==> config.mk <==
export PLATFORM = sky130hd
export DESIGN_NAME = avalon_pio_in_debounced
export DESIGN_NICKNAME = d
export VERILOG_FILES = /design/src/rtl/avalon_pio_in_debounced.sv
export SDC_FILE = /design/constraint.sdc
export NUM_CORES = 1
export LEC_CHECK = 0
export ABC_CLOCK_PERIOD_IN_PS = 2850
export CORE_MARGIN = 2
export CORE_UTILIZATION = 28
export CTS_CLUSTER_SIZE = 12
export DETAILED_ROUTE_END_ITERATION = 6
export MAX_ROUTING_LAYER = met4
export PLACE_DENSITY = 0.55
export SLEW_MARGIN = 0
export SYNTH_ARGS = -nofsm -noshare
export SYNTH_HDL_FRONTEND = slang
export SYNTH_SLANG_ARGS = --single-unit
==> constraint.sdc <==
create_clock -name clk -period 2.85 [get_ports clk]
set_clock_uncertainty 0.05 [all_clocks]
set_input_delay 0.4275 -clock clk [delete_from_list [all_inputs] [get_ports clk]]
set_output_delay 0.4275 -clock clk [all_outputs]
set_load 0.1 [all_outputs]
==> src/rtl/avalon_pio_in_debounced.sv <==
// Avalon-MM input PIO with per-pin synchronizer, debounce, sticky edge
// capture and a maskable level interrupt.

// Per-pin debounce lane: deb follows din only after din has differed from
// it for DB_CYCLES consecutive cycles.
module avalon_pio_in_db_lane #(
  parameter int DB_CYCLES = 50000,
  parameter int CW        = $clog2(DB_CYCLES + 1)
) (
  input  logic clk,
  input  logic reset_n,
  input  logic din,
  output logic deb
);
  localparam logic [CW-1:0] CNT_LAST = CW'(DB_CYCLES - 1);

  logic [CW-1:0] cnt;

  // Count disagreement cycles; any return to the debounced value restarts.
  always_ff @(posedge clk or negedge reset_n) begin
    if (!reset_n) begin
      cnt <= '0;
      deb <= 1'b0;
    end else if (din == deb) begin
      cnt <= '0;
    end else if (cnt == CNT_LAST) begin
      deb <= din;
      cnt <= '0;
    end else begin
      cnt <= cnt + 1'b1;
    end
  end
endmodule

module avalon_pio_in_debounced #(
  parameter int WIDTH     = 4,
  parameter int DB_CYCLES = 50000,
  parameter int EDGE_TYPE = 1
) (
  input  logic             clk,
  input  logic             reset_n,
  input  logic [2:0]       address,
  input  logic             chipselect,
  input  logic             read_n,
  input  logic             write_n,
  input  logic [31:0]      writedata,
  output logic [31:0]      readdata,
  input  logic [WIDTH-1:0] in_port,
  output logic             irq
);
  localparam int CW = $clog2(DB_CYCLES + 1);

  logic [WIDTH-1:0] sync1, sync2, deb, deb_d;
  logic [WIDTH-1:0] irq_mask, edge_capture;
  logic [WIDTH-1:0] ev, clr;
  logic             wr_en, rd_en;
  logic [31:0]      rdata;
  logic             unused_ok;

  assign wr_en = chipselect & ~write_n;
  assign rd_en = chipselect & ~read_n;

  // Only the low WIDTH bits of writedata are meaningful.
  assign unused_ok = &{1'b0, writedata};

  // Two-flop synchronizer for the asynchronous pins.
  always_ff @(posedge clk or negedge reset_n) begin
    if (!reset_n) begin
      sync1 <= '0;
      sync2 <= '0;
    end else begin
      sync1 <= in_port;
      sync2 <= sync1;
    end
  end

  genvar i;
  generate
    for (i = 0; i < WIDTH; i++) begin : g_lane
      avalon_pio_in_db_lane #(.DB_CYCLES(DB_CYCLES), .CW(CW)) u_lane (
        .clk     (clk),
        .reset_n (reset_n),
        .din     (sync2[i]),
        .deb     (deb[i])
      );
    end
  endgenerate

  // Select which debounced transitions count as events.
  always_comb begin
    ev = '0;
    case (EDGE_TYPE)
      0:       ev = deb & ~deb_d;
      1:       ev = ~deb & deb_d;
      default: ev = deb ^ deb_d;
    endcase
  end

  // Write-1-to-clear mask for the capture register.
  always_comb begin
    clr = '0;
    if (wr_en && address == 3'd3) clr = writedata[WIDTH-1:0];
  end

  // Edge history, sticky capture (new event beats a clear), mask and irq.
  always_ff @(posedge clk or negedge reset_n) begin
    if (!reset_n) begin
      deb_d        <= '0;
      edge_capture <= '0;
      irq_mask     <= '0;
      irq          <= 1'b0;
    end else begin
      deb_d        <= deb;
      edge_capture <= (edge_capture & ~clr) | ev;
      if (wr_en && address == 3'd2) irq_mask <= writedata[WIDTH-1:0];
      irq          <= |(edge_capture & irq_mask);
    end
  end

  // Register-map read mux, zero-extended; reserved words read 0.
  always_comb begin
    rdata = '0;
    case (address)
      3'd0:    rdata[WIDTH-1:0] = deb;
      3'd1:    rdata[WIDTH-1:0] = sync2;
      3'd2:    rdata[WIDTH-1:0] = irq_mask;
      3'd3:    rdata[WIDTH-1:0] = edge_capture;
      default: rdata = '0;
    endcase
  end

  // Registered read data with latency 1; holds when not reading.
  always_ff @(posedge clk or negedge reset_n) begin
    if (!reset_n)   readdata <= '0;
    else if (rd_en) readdata <= rdata;
  end
endmodule
==> qor.yml, run 1 <==
pre_cts_slack_ns: 0.603
cts_setup_buffers: 0
rsz0062_at_grt: "false"
antenna_found_initial: 0
gp_congestion: 0.752
n_antenna_cell: 0
finalWirelength_um: 8090
core_um2: 15300
ir_worst_vdd_uv: 314
start_util_pct: 28.8
crit_type: "flop to flop"
firstDrtPassIters: 4
worstPathMaxFanout: 16
cp-startpoint: "g_lane[1].u_lane.cnt[0]$_DFF_PN0_"
cts_buffer_depth: 2
yosysUniqueCellTypes: 36
place_inst: 643
power_mw: 2.92
insertion_delay_ns: 0.33
grt_max_degree: 54
dp_hpwl_um: 5670
grt_pass1_vias: 2910
die_x_um: 130
fin_cells: 659
drt_iter0_drc: 225
finalCriticalPeriod_ns: 2.11
setup_tns_ns: 0
whs_ns: 0.0382
crit_end: "g_lane[1].u_lane.cnt[14]$_DFF_PN0_"
grt_pass1_wl_um: 14200
nets: 491
relSlewSlack_pct: 43.4
critPathRequiredTime_ns: 2.98
finalSetupViolCount: 0
port_buffers: 20
r2r_slack_ns: 0.74
regToRegStartpoint: "g_lane[1].u_lane.cnt[0]$_DFF_PN0_"
critPathLaunchType: "flop"
drc_errors: 0
tightest_slew_ns: 0.847
hold_violations: 0
fin_util_pct: 33.0
reg2reg_depth: 4
cts_hold_buffers: 0
avgViaCountPerCell: 4.43
syn_area_um2: 4410
die-area_um2: 16800
max_freq_mhz: 474
cap_violations: 0
htree_levels: 3
rows: 45
root_buffer: "clkbuf_16"
fin_ws_ns: 0.740
ios: 77
clkSinkCount: 93
min_period_over_period_pct: 74.0
wire_per_inst_um: 12.3
yosysSeqAreaShare_pct: 52.7
post_cts_resized: 0
fp.dieH_um: 130
drv_slew: 0
postSynthAreaPerCell_um2: 10.6
vias: 2921
synth_cells: 417
powerDensity_nw_per_um2: 578
drt.antenna.violating_nets: 0
cts_made_buffers: 9
synth-seq-cells: 93
status: "finished, final reports clean"
fin_area_um2: 5050
endpoint_kind: "flop"
placed_area_um2: 4750
leakage_nw: 2.07
r2r_end: "g_lane[1].u_lane.cnt[14]$_DFF_PN0_"
critPathArrivalTime_ns: 2.24
syn_to_final_growth_pct: 14.5
ys.warnings.count: 0
grt-ovfl-total: 0
hold_path_class: "primary input to asynchronous set/reset pin"
cts_tree: "built"
layout-drive-gt1-share_pct: 8.93
grt_usage_pct: 11.0
path_clk_slew_ns: 0.06
==> worst min-delay path by stage <==
stage / end / cells past startpoint / startpoint / slack, ns
finish: deb_d[2]$_DFF_PN0_ / 1 / reset_n / 0.04
global route: deb_d[2]$_DFF_PN0_ / 1 / reset_n / 0.08
CTS: g_lane[3].u_lane.cnt[6]$_DFF_PN0_ / 1 / reset_n / 0.06
detailed placement: sync2[3]$_DFF_PN0_ / 0 / sync1[3]$_DFF_PN0_ / 0.29
global placement: sync2[1]$_DFF_PN0_ / 0 / sync1[1]$_DFF_PN0_ / 0.28
floorplan: deb_d[0]$_DFF_PN0_ / 0 / reset_n / 0.08
==> sequential cells by signal, indices dropped and copies added (netlist names) <==
signal	count
g_lane.u_lane.cnt	64
deb_d	4
irq	1
readdata	4
sync2	4
irq_mask	4
edge_capture	4
g_lane.u_lane.deb	4
sync1	4
==> cell usage in the layout, fill, tap and decap left out, drive strengths merged, types with 2 or more instances in the layout <==
| cell type | count |
|---|---|
| nor3 | 11 |
| a22oi | 2 |
| nor4 | 17 |
| buf | 7 |
| mux2 | 8 |
| nor2 | 71 |
| clkbuf | 11 |
| inv | 16 |
| conb | 28 |
| clkinvlp | 2 |
| clkdlybuf4s50 | 14 |
| nor4bb | 6 |
| a22o | 8 |
| ha | 4 |
| mux4 | 4 |
| a21oi | 4 |
| dfrtp | 93 |
| nand4 | 15 |
| xnor2 | 44 |
| xor2 | 12 |
| and3 | 8 |
| or3 | 2 |
| nand3 | 20 |
| nor4b | 3 |
| nand2 | 26 |
==> routing by layer <==
metal	GRT usage [%]	routed length, µm	up-vias
li1	-	-	1424
met1	14.4	4060	1436
met2	17.1	3680	54
met3	2.48	268	7
met4	3.04	74	0
met5	-	0	-
==> area by class of cell <==
cell class	count	area, µm²
Fill cell	1549	10300
Sequential cell	93	2330
Multi-Input combinational cell	303	1900
Tap cell	211	264
Clock buffer	11	243
Timing Repair Buffer	21	205
Clock inverter	5	58.8
Inverter	15	56.3
==> critical path: stages (launching register included) <==
cell	delay (ns)
dfrtp_1	0.39
ha_1	0.19
nand3_1	0.32
o41ai_4	0.87
nor2_1	0.13
==> cell families (layout without fill, tap and decap cells) <==
logic type               Yosys count  count (layout)  share of synthesized area (%)
adder cells (fa/ha/maj)            4               4                           1.13
AND/OR/NAND/NOR                  185             185                           20.9
AO/OA/AOI/OAI                     18              18                           3.49
XOR/XNOR                          56              56                           11.1
buffers and inverters             48              52                           6.49
flip-flops                        93              93                           52.7
other                              1              28                         0.0850
multiplexers                      12              12                           4.08
==> Yosys cell counts <==
library cell  count  area share (%)
dfrtp_1          93              53
nor2_1           71             6.0
xnor2_1          44             8.7
buf_4            28             4.8
nand2_1          26             2.2
nand3_1          19             2.2
nor4_1           17             2.4
inv_1            15             1.3
nand4_1          15             2.1
xor2_1           12             2.4
nor3_1           11             1.2
a22o_1            8             1.6
and3_1            8             1.1
mux2_2            8             2.0
nor4bb_1          6             1.4
a21oi_1           4            0.45
clkbuf_1          4            0.34
ha_1              4             1.1
mux4_2            4             2.0
nor4b_1           3            0.60
a22oi_1           2            0.34
a31o_2            1            0.20
and2_1            1            0.14
buf_2             1            0.11
conb_1            1           0.085
nand2b_1          1            0.14
nand3_2           1            0.23
nand3b_1          1            0.17
nor3b_1           1            0.17
o21ai_0           1            0.11
o31ai_1           1            0.17
o41ai_4           1            0.62
or2_2             1            0.14
or3_2             1            0.17
or3_4             1            0.26
or4_1             1            0.17
==> power by group <==
group	leakage, nW	internal [mW]	switching (mW)
Sequential	1.26	1.36	0.0305
Clock	0.142	0.706	0.494
Combinational	0.661	0.0675	0.268
Total	2.07	2.13	0.793
(Power assumes the default switching activity.)
==> run 2, diff against run 1 <==
--- a/config.mk
+++ b/config.mk
@@ -5,7 +5,7 @@
 export SDC_FILE = /design/constraint.sdc
 export NUM_CORES = 1
 export LEC_CHECK = 0
-export ABC_CLOCK_PERIOD_IN_PS = 2850
+export ABC_CLOCK_PERIOD_IN_PS = 2050
 export CORE_MARGIN = 2
 export CORE_UTILIZATION = 28
 export CTS_CLUSTER_SIZE = 12
==> constraint.sdc (replaced) <==
create_clock -name clk -period 2.05 [get_ports clk]
set_clock_uncertainty 0.05 [all_clocks]
set_input_delay 0.3075 -clock clk [delete_from_list [all_inputs] [get_ports clk]]
set_output_delay 0.3075 -clock clk [all_outputs]
set_load 0.1 [all_outputs]
==> run 2 against run 1 <==
  * Sequential power rose by 39%
  * Final cell count increased by 1.8%
  * Design area grew 1.9%
  * Sequential share of layout area decreased by 0.85 points
  * Non-clock buffer count up 12
  * Flip-flop and latch count unchanged
  * Power is 41% higher
  * Setup slack worse by 0.50 ns
  * First-iteration DRC count fell by 16%
  * Register-to-register slack got worse by 0.50 ns
  * Via count up 3.0%
  * Critical path type unchanged
  * Largest power group unchanged
==> qor.yml, run 2 (synthesized netlist as in run 1, its figures left out) <==
start_util_pct: 28.8  # unchanged
nets: 503  # was 491
clkSinkCount: 93  # unchanged
avgViaCountPerCell: 4.49  # was 4.43
die-area_um2: 16800  # unchanged
power_switching_mw: 1.11  # was 793 µW
n_antenna_cell: 0  # unchanged
pre_cts_slack_ns: 0.0876  # was 0.603 ns
fin_ws_ns: 0.243  # was 0.740 ns
dp_hpwl_um: 5820  # was 5670 µm
post_cts_resized: 0  # unchanged
min_period_over_period_pct: 88.2  # was 74.0%
powerDensity_nw_per_um2: 800  # was 578 nW/µm²
drc_errors: 0  # unchanged
regToRegStartpoint: "g_lane[3].u_lane.cnt[5]$_DFF_PN0_"  # was g_lane[1].u_lane.cnt[0]$_DFF_PN0_
cts_made_buffers: 9  # unchanged
power_mw: 4.12  # was 2.92 mW
slowest_stage: "or4_1"  # was o41ai_4
largest_reg_flops: 64  # unchanged
insertion_delay_ns: 0.34  # was 0.33 ns
vias: 3010  # was 2921
worst_path_largest_cell_delay_ns: 0.50  # was 0.87 ns
grt-ovfl-total: 0  # unchanged
regMostFlops: "g_lane.u_lane.cnt"  # unchanged
firstDrtPassIters: 4  # unchanged
antenna_found_initial: 0  # unchanged
hold_start: "sync1[3]$_DFF_PN0_"
htree_levels: 3  # unchanged
die_x_um: 130  # unchanged
grt_pass1_vias: 2891  # was 2910
final_cell_mix: "dfrtp_1, nor2_1, xnor2_1"  # unchanged
worstPathMaxFanout: 7  # was 16
drt.antenna.violating_nets: 0  # unchanged
crit_type: "flop to flop"  # unchanged
syn_to_final_growth_pct: 16.7  # was 14.5%
fin_util_pct: 33.6  # was 33.0%
path_cells: "nand3_2 -> or3_4 -> or4_1 -> a21oi_1"  # was ha_1 -> nand3_1 -> o41ai_4 -> nor2_1
layout-drive-gt1-share_pct: 10.9  # was 8.93%
fp.dieH_um: 130  # unchanged
grt_max_degree: 45  # was 54
drv_slew: 0  # unchanged
endpoint_kind: "flop"  # unchanged
root_buffer: "clkbuf_16"  # unchanged
cp-startpoint: "g_lane[3].u_lane.cnt[5]$_DFF_PN0_"  # was g_lane[1].u_lane.cnt[0]$_DFF_PN0_
setup_tns_ns: 0  # unchanged
pwr-share-clk_pct: 41.5  # was 41.1%
critPathArrivalTime_ns: 2.02  # was 2.24 ns
port_buffers: 20  # unchanged
swShare_pct: 27.0  # was 27.1%
grt_usage_pct: 11.2  # was 11.0%
status: "finished, final reports clean"  # unchanged
critPathLaunchType: "flop"  # unchanged
drt_iter0_drc: 190  # was 225
rsz0062_at_grt: "false"  # unchanged
ios: 77  # unchanged
leakage_nw: 2.13  # was 2.07 nW
cts_tree: "built"  # unchanged
rows: 45  # unchanged
critPathRequiredTime_ns: 2.26  # was 2.98 ns
finalWirelength_um: 8300  # was 8090 µm
core_um2: 15300  # unchanged
internal_power_mw: 3.01  # was 2.13 mW
whs_ns: 0.301  # was 0.0382 ns
finalCriticalPeriod_ns: 1.81  # was 2.11 ns
cts_buffer_depth: 2  # unchanged
hold_path_class: "flop to flop"  # was primary input to asynchronous set/reset pin
grt_pass1_wl_um: 14100  # was 14200 µm
max_freq_mhz: 553  # was 474 MHz
gp_congestion: 0.790  # was 0.752
ir_worst_vdd_uv: 439  # was 314 µV
cap_violations: 0  # unchanged
hold_violations: 0  # unchanged
path_clk_slew_ns: 0.06  # about the same
power_frac_comb_pct: 11.7  # was 11.5%
layout_commonest_cell: "dfrtp_1"  # unchanged
finalSetupViolCount: 0  # unchanged
wire_per_inst_um: 12.4  # was 12.3 µm
seq_power_share_pct: 46.9  # was 47.5%
-- run 2: final timing paths --
path | endpoint | slack, ns | cells after the start
max | g_lane[3].u_lane.cnt[15]$_DFF_PN0_ | 0.24 | 4
min in group asynchronous | sync2[3]$_DFF_PN0_ | 0.40 | 2
min reg2reg | sync2[3]$_DFF_PN0_ | 0.30 | 0
min | sync2[3]$_DFF_PN0_ | 0.30 | 0
max in group asynchronous | irq$_DFF_PN0_ | 0.91 | 3
max reg2reg | g_lane[3].u_lane.cnt[15]$_DFF_PN0_ | 0.24 | 4
-- run 2: repair_timing --
item                                   4_1_cts  5_1_grt
hold buffers                                 1        0
setup buffers                                0        0
endpoints found under the hold margin       28        0
-- run 2: critical path, delay by kind of cell, from the launching register on --
kind	cells	cell delay, ns
AOI/OAI and AO/OA	1	0.15
DFF	1	0.42
and+or+nand+nor	3	1.11
-- run 2: cell type report --
type                       instances  area (µm²)
sequential                        93        2330
clock buffer                      13         260
clock inverter                     3        43.8
tap                              211         264
timing repair buffer              33         298
inverter                          15        56.3
fill                            1531       10200
multi-input combinational        303        1900
-- run 2: per-stage QoR --
step,instance area (µm²),instances
floorplan,4510,444
global placement,4840,654
detailed placement,4840,654
CTS,5150,671
global route,5150,671
finish,5150,671
-- run 2: per-layer routing --
layer  wire length [µm]  vias to the layer above  share of wire, %  global-route usage, %
li1                   -                     1458                 -                      -
met1               4100                     1468                49                   14.7
met2               3690                       70                44                   16.3
met3                366                       14               4.4                   3.26
met4                148                        0               1.8                   4.17
met5                  0                        -                 0                      -
-- run 2: power groups by stage --
stage               clock network (mW)  logic, mW  registers [mW]
floorplan                            0      0.356            2.00
global placement                     0      0.481            1.96
detailed placement                   0      0.485            1.96
CTS                               1.78      0.487            1.93
global route                      1.85      0.514            1.93
finish                            1.71      0.481            1.93
==> run 3, diff against run 2 <==
--- a/config.mk
+++ b/config.mk
@@ -7,11 +7,11 @@
 export LEC_CHECK = 0
 export ABC_CLOCK_PERIOD_IN_PS = 2050
 export CORE_MARGIN = 2
-export CORE_UTILIZATION = 28
+export CORE_UTILIZATION = 53
 export CTS_CLUSTER_SIZE = 12
 export DETAILED_ROUTE_END_ITERATION = 6
 export MAX_ROUTING_LAYER = met4
-export PLACE_DENSITY = 0.55
+export PLACE_DENSITY = 0.87
 export SLEW_MARGIN = 0
 export SYNTH_ARGS = -nofsm -noshare
 export SYNTH_HDL_FRONTEND = slang
==> run 3 against run 2 <==
  * Hold slack improved by 0.00053 ns
  * Power decreased by 15%
  * Setup slack worse by 0.063 ns
  * Combinational power fell by 2%
  * Via count shrank 1.3%
  * Die area is 46% lower
  * Sequential share of layout area is 2.8 points higher
  * Core utilization up 26 points
  * Wire length fell by 6.7%
  * Clock-buffer cell count shrank 3
  * First-iteration DRC count fell by 7.9%
==> qor.yml, run 3 (synthesized netlist as in run 1, its figures left out) <==
worstPathMaxFanout: 8  # was 7
n_antenna_cell: 0  # unchanged
start_util_pct: 54.3  # was 28.8%
crit_family: "simple AND/OR/NAND/NOR gates"  # unchanged
n_fill_cell: 641  # was 1531
gp_congestion: 0.857  # was 0.790
finalCriticalPeriod_ns: 1.87  # was 1.81 ns
finalWirelength_um: 7750  # was 8300 µm
htree_levels: 3  # unchanged
cts_buffer_depth: 2  # unchanged
core_um2: 8130  # was 15300 µm²
layout-drive-gt1-share_pct: 10.1  # was 10.9%
insertion_delay_ns: 0.37  # was 0.34 ns
final_cell_mix: "dfrtp_1, nor2_1, xnor2_1"  # unchanged
cap_violations: 0  # unchanged
critPathArrivalTime_ns: 2.08  # was 2.02 ns
cts_tree: "built"  # unchanged
vias: 2970  # was 3010
min_period_over_period_pct: 91.3  # was 88.2%
port_buffers: 20  # unchanged
root_buffer: "clkbuf_8"  # was clkbuf_16
powerDensity_nw_per_um2: 721  # was 800 nW/µm²
grt_max_degree: 35  # was 45
firstDrtPassIters: 6  # was 4
hold_violations: 0  # unchanged
post_cts_resized: 0  # unchanged
setup_tns_ns: 0  # unchanged
die_x_um: 95.3  # was 130 µm
endpoint_kind: "flop"  # unchanged
avgViaCountPerCell: 5.30  # was 4.49
wire_per_inst_um: 13.8  # was 12.4 µm
finalSetupViolCount: 0  # unchanged
fin_area_um2: 4850  # was 5150 µm²
placed_area_um2: 4670  # was 4840 µm²
rows: 33  # was 45
max_freq_mhz: 534  # was 553 MHz
critPathLaunchType: "flop"  # unchanged
power_mw: 3.50  # was 4.12 mW
largest_reg_flops: 64  # unchanged
grt_pass1_wl_um: 13200  # was 14100 µm
crit_type: "flop to flop"  # unchanged
ios: 77  # unchanged
critPathBufInv: 1  # was 0
rsz0062_at_grt: "false"  # unchanged
drc_errors: 0  # unchanged
grt_pass1_vias: 2902  # was 2891
leakage_nw: 2.04  # was 2.13 nW
cts_setup_buffers: 0  # unchanged
ir_worst_vdd_uv: 376  # was 439 µV
drt_iter0_drc: 175  # was 190
drv_slew: 0  # unchanged
worst_path_largest_cell_delay_ns: 0.49  # was 0.50 ns
grt_usage_pct: 19.8  # was 11.2%
clkSinkCount: 93  # unchanged
drt.antenna.violating_nets: 0  # unchanged
antenna_found_initial: 0  # unchanged
cts_made_buffers: 9  # unchanged
path_cells: "nor4_1 -> nand3b_1 -> o41ai_4 -> buf_4 -> nor2_1"  # was nand3_2 -> or3_4 -> or4_1 -> a21oi_1
layout_commonest_cell: "dfrtp_1"  # unchanged
critPathRequiredTime_ns: 2.26  # about the same
grt-ovfl-total: 0  # unchanged
die-area_um2: 9070  # was 16800 µm²
nets: 498  # was 503
slowest_stage: "o41ai_4"  # was or4_1
regMostFlops: "g_lane.u_lane.cnt"  # unchanged
fp.dieH_um: 95.3  # was 130 µm
relSlewSlack_pct: 66.7
syn_to_final_growth_pct: 9.92  # was 16.7%
dp_hpwl_um: 5630  # was 5820 µm
status: "finished, final reports clean"  # unchanged
tightest_slew_ns: 0.498
path_clk_slew_ns: 0.10  # was 0.06 ns
hold_path_class: "flop to flop"  # unchanged
run 3: path summary, 6_finish.rpt:
| path | startpoint | to | slack [ns] | cells past startpoint |
|---|---|---|---|---|
| max | g_lane[1].u_lane.cnt[12]$_DFF_PN0_ | g_lane[1].u_lane.cnt[14]$_DFF_PN0_ | 0.18 | 5 |
| min | sync1[2]$_DFF_PN0_ | sync2[2]$_DFF_PN0_ | 0.30 | 0 |
| max reg2reg | g_lane[1].u_lane.cnt[12]$_DFF_PN0_ | g_lane[1].u_lane.cnt[14]$_DFF_PN0_ | 0.18 | 5 |
| min reg2reg | sync1[2]$_DFF_PN0_ | sync2[2]$_DFF_PN0_ | 0.30 | 0 |
| max in group asynchronous | reset_n | g_lane[2].u_lane.cnt[0]$_DFF_PN0_ | 1.00 | 3 |
| min in group asynchronous | reset_n | g_lane[1].u_lane.deb$_DFFE_PN0P_ | 0.36 | 2 |
run 3: what timing repair did:
item                                    in CTS  in global routing
hold buffers                                 1                  0
endpoints found under the setup margin       0                  0
hold endpoints to repair                    29                  0
run 3: metrics by stage:
step / utilization (%) / setup WS (ns) / cells / hold WS (ns)
global route: 59.6 / 0.0304 / 560 / 0.308
finish: 59.6 / 0.179 / 560 / 0.302
CTS: 59.6 / 0.158 / 560 / 0.304
detailed placement: 57.4 / 0.0166 / 543 / 0.224
floorplan: - / 0.322 / 444 / -0.0381
global placement: 57.4 / 0.0257 / 543 / 0.216
run 3: metal layers:
metal	share of wire [%]	routed length, µm	global-route usage (%)
met1	44	3440	25.5
met2	49	3830	31.0
met3	4.8	374	4.66
met4	1.3	102	6.76
met5	0	0	-
run 3: cell type report:
class / instances / area, µm² / area share (%)
inverters: 15 / 56.3 / 1.16
repair buffers: 28 / 260 / 5.36
multi-input cells: 303 / 1900 / 39.2
flip-flops and latches: 93 / 2330 / 48.0
well taps: 105 / 131 / 2.71
clock buffers: 10 / 128 / 2.63
clock inverters: 6 / 47.5 / 0.980
run 3: power by group:
part           switching, mW  internal, mW
registers             0.0410          1.89
logic                  0.370         0.101
clock network          0.649         0.449
total                   1.06          2.44
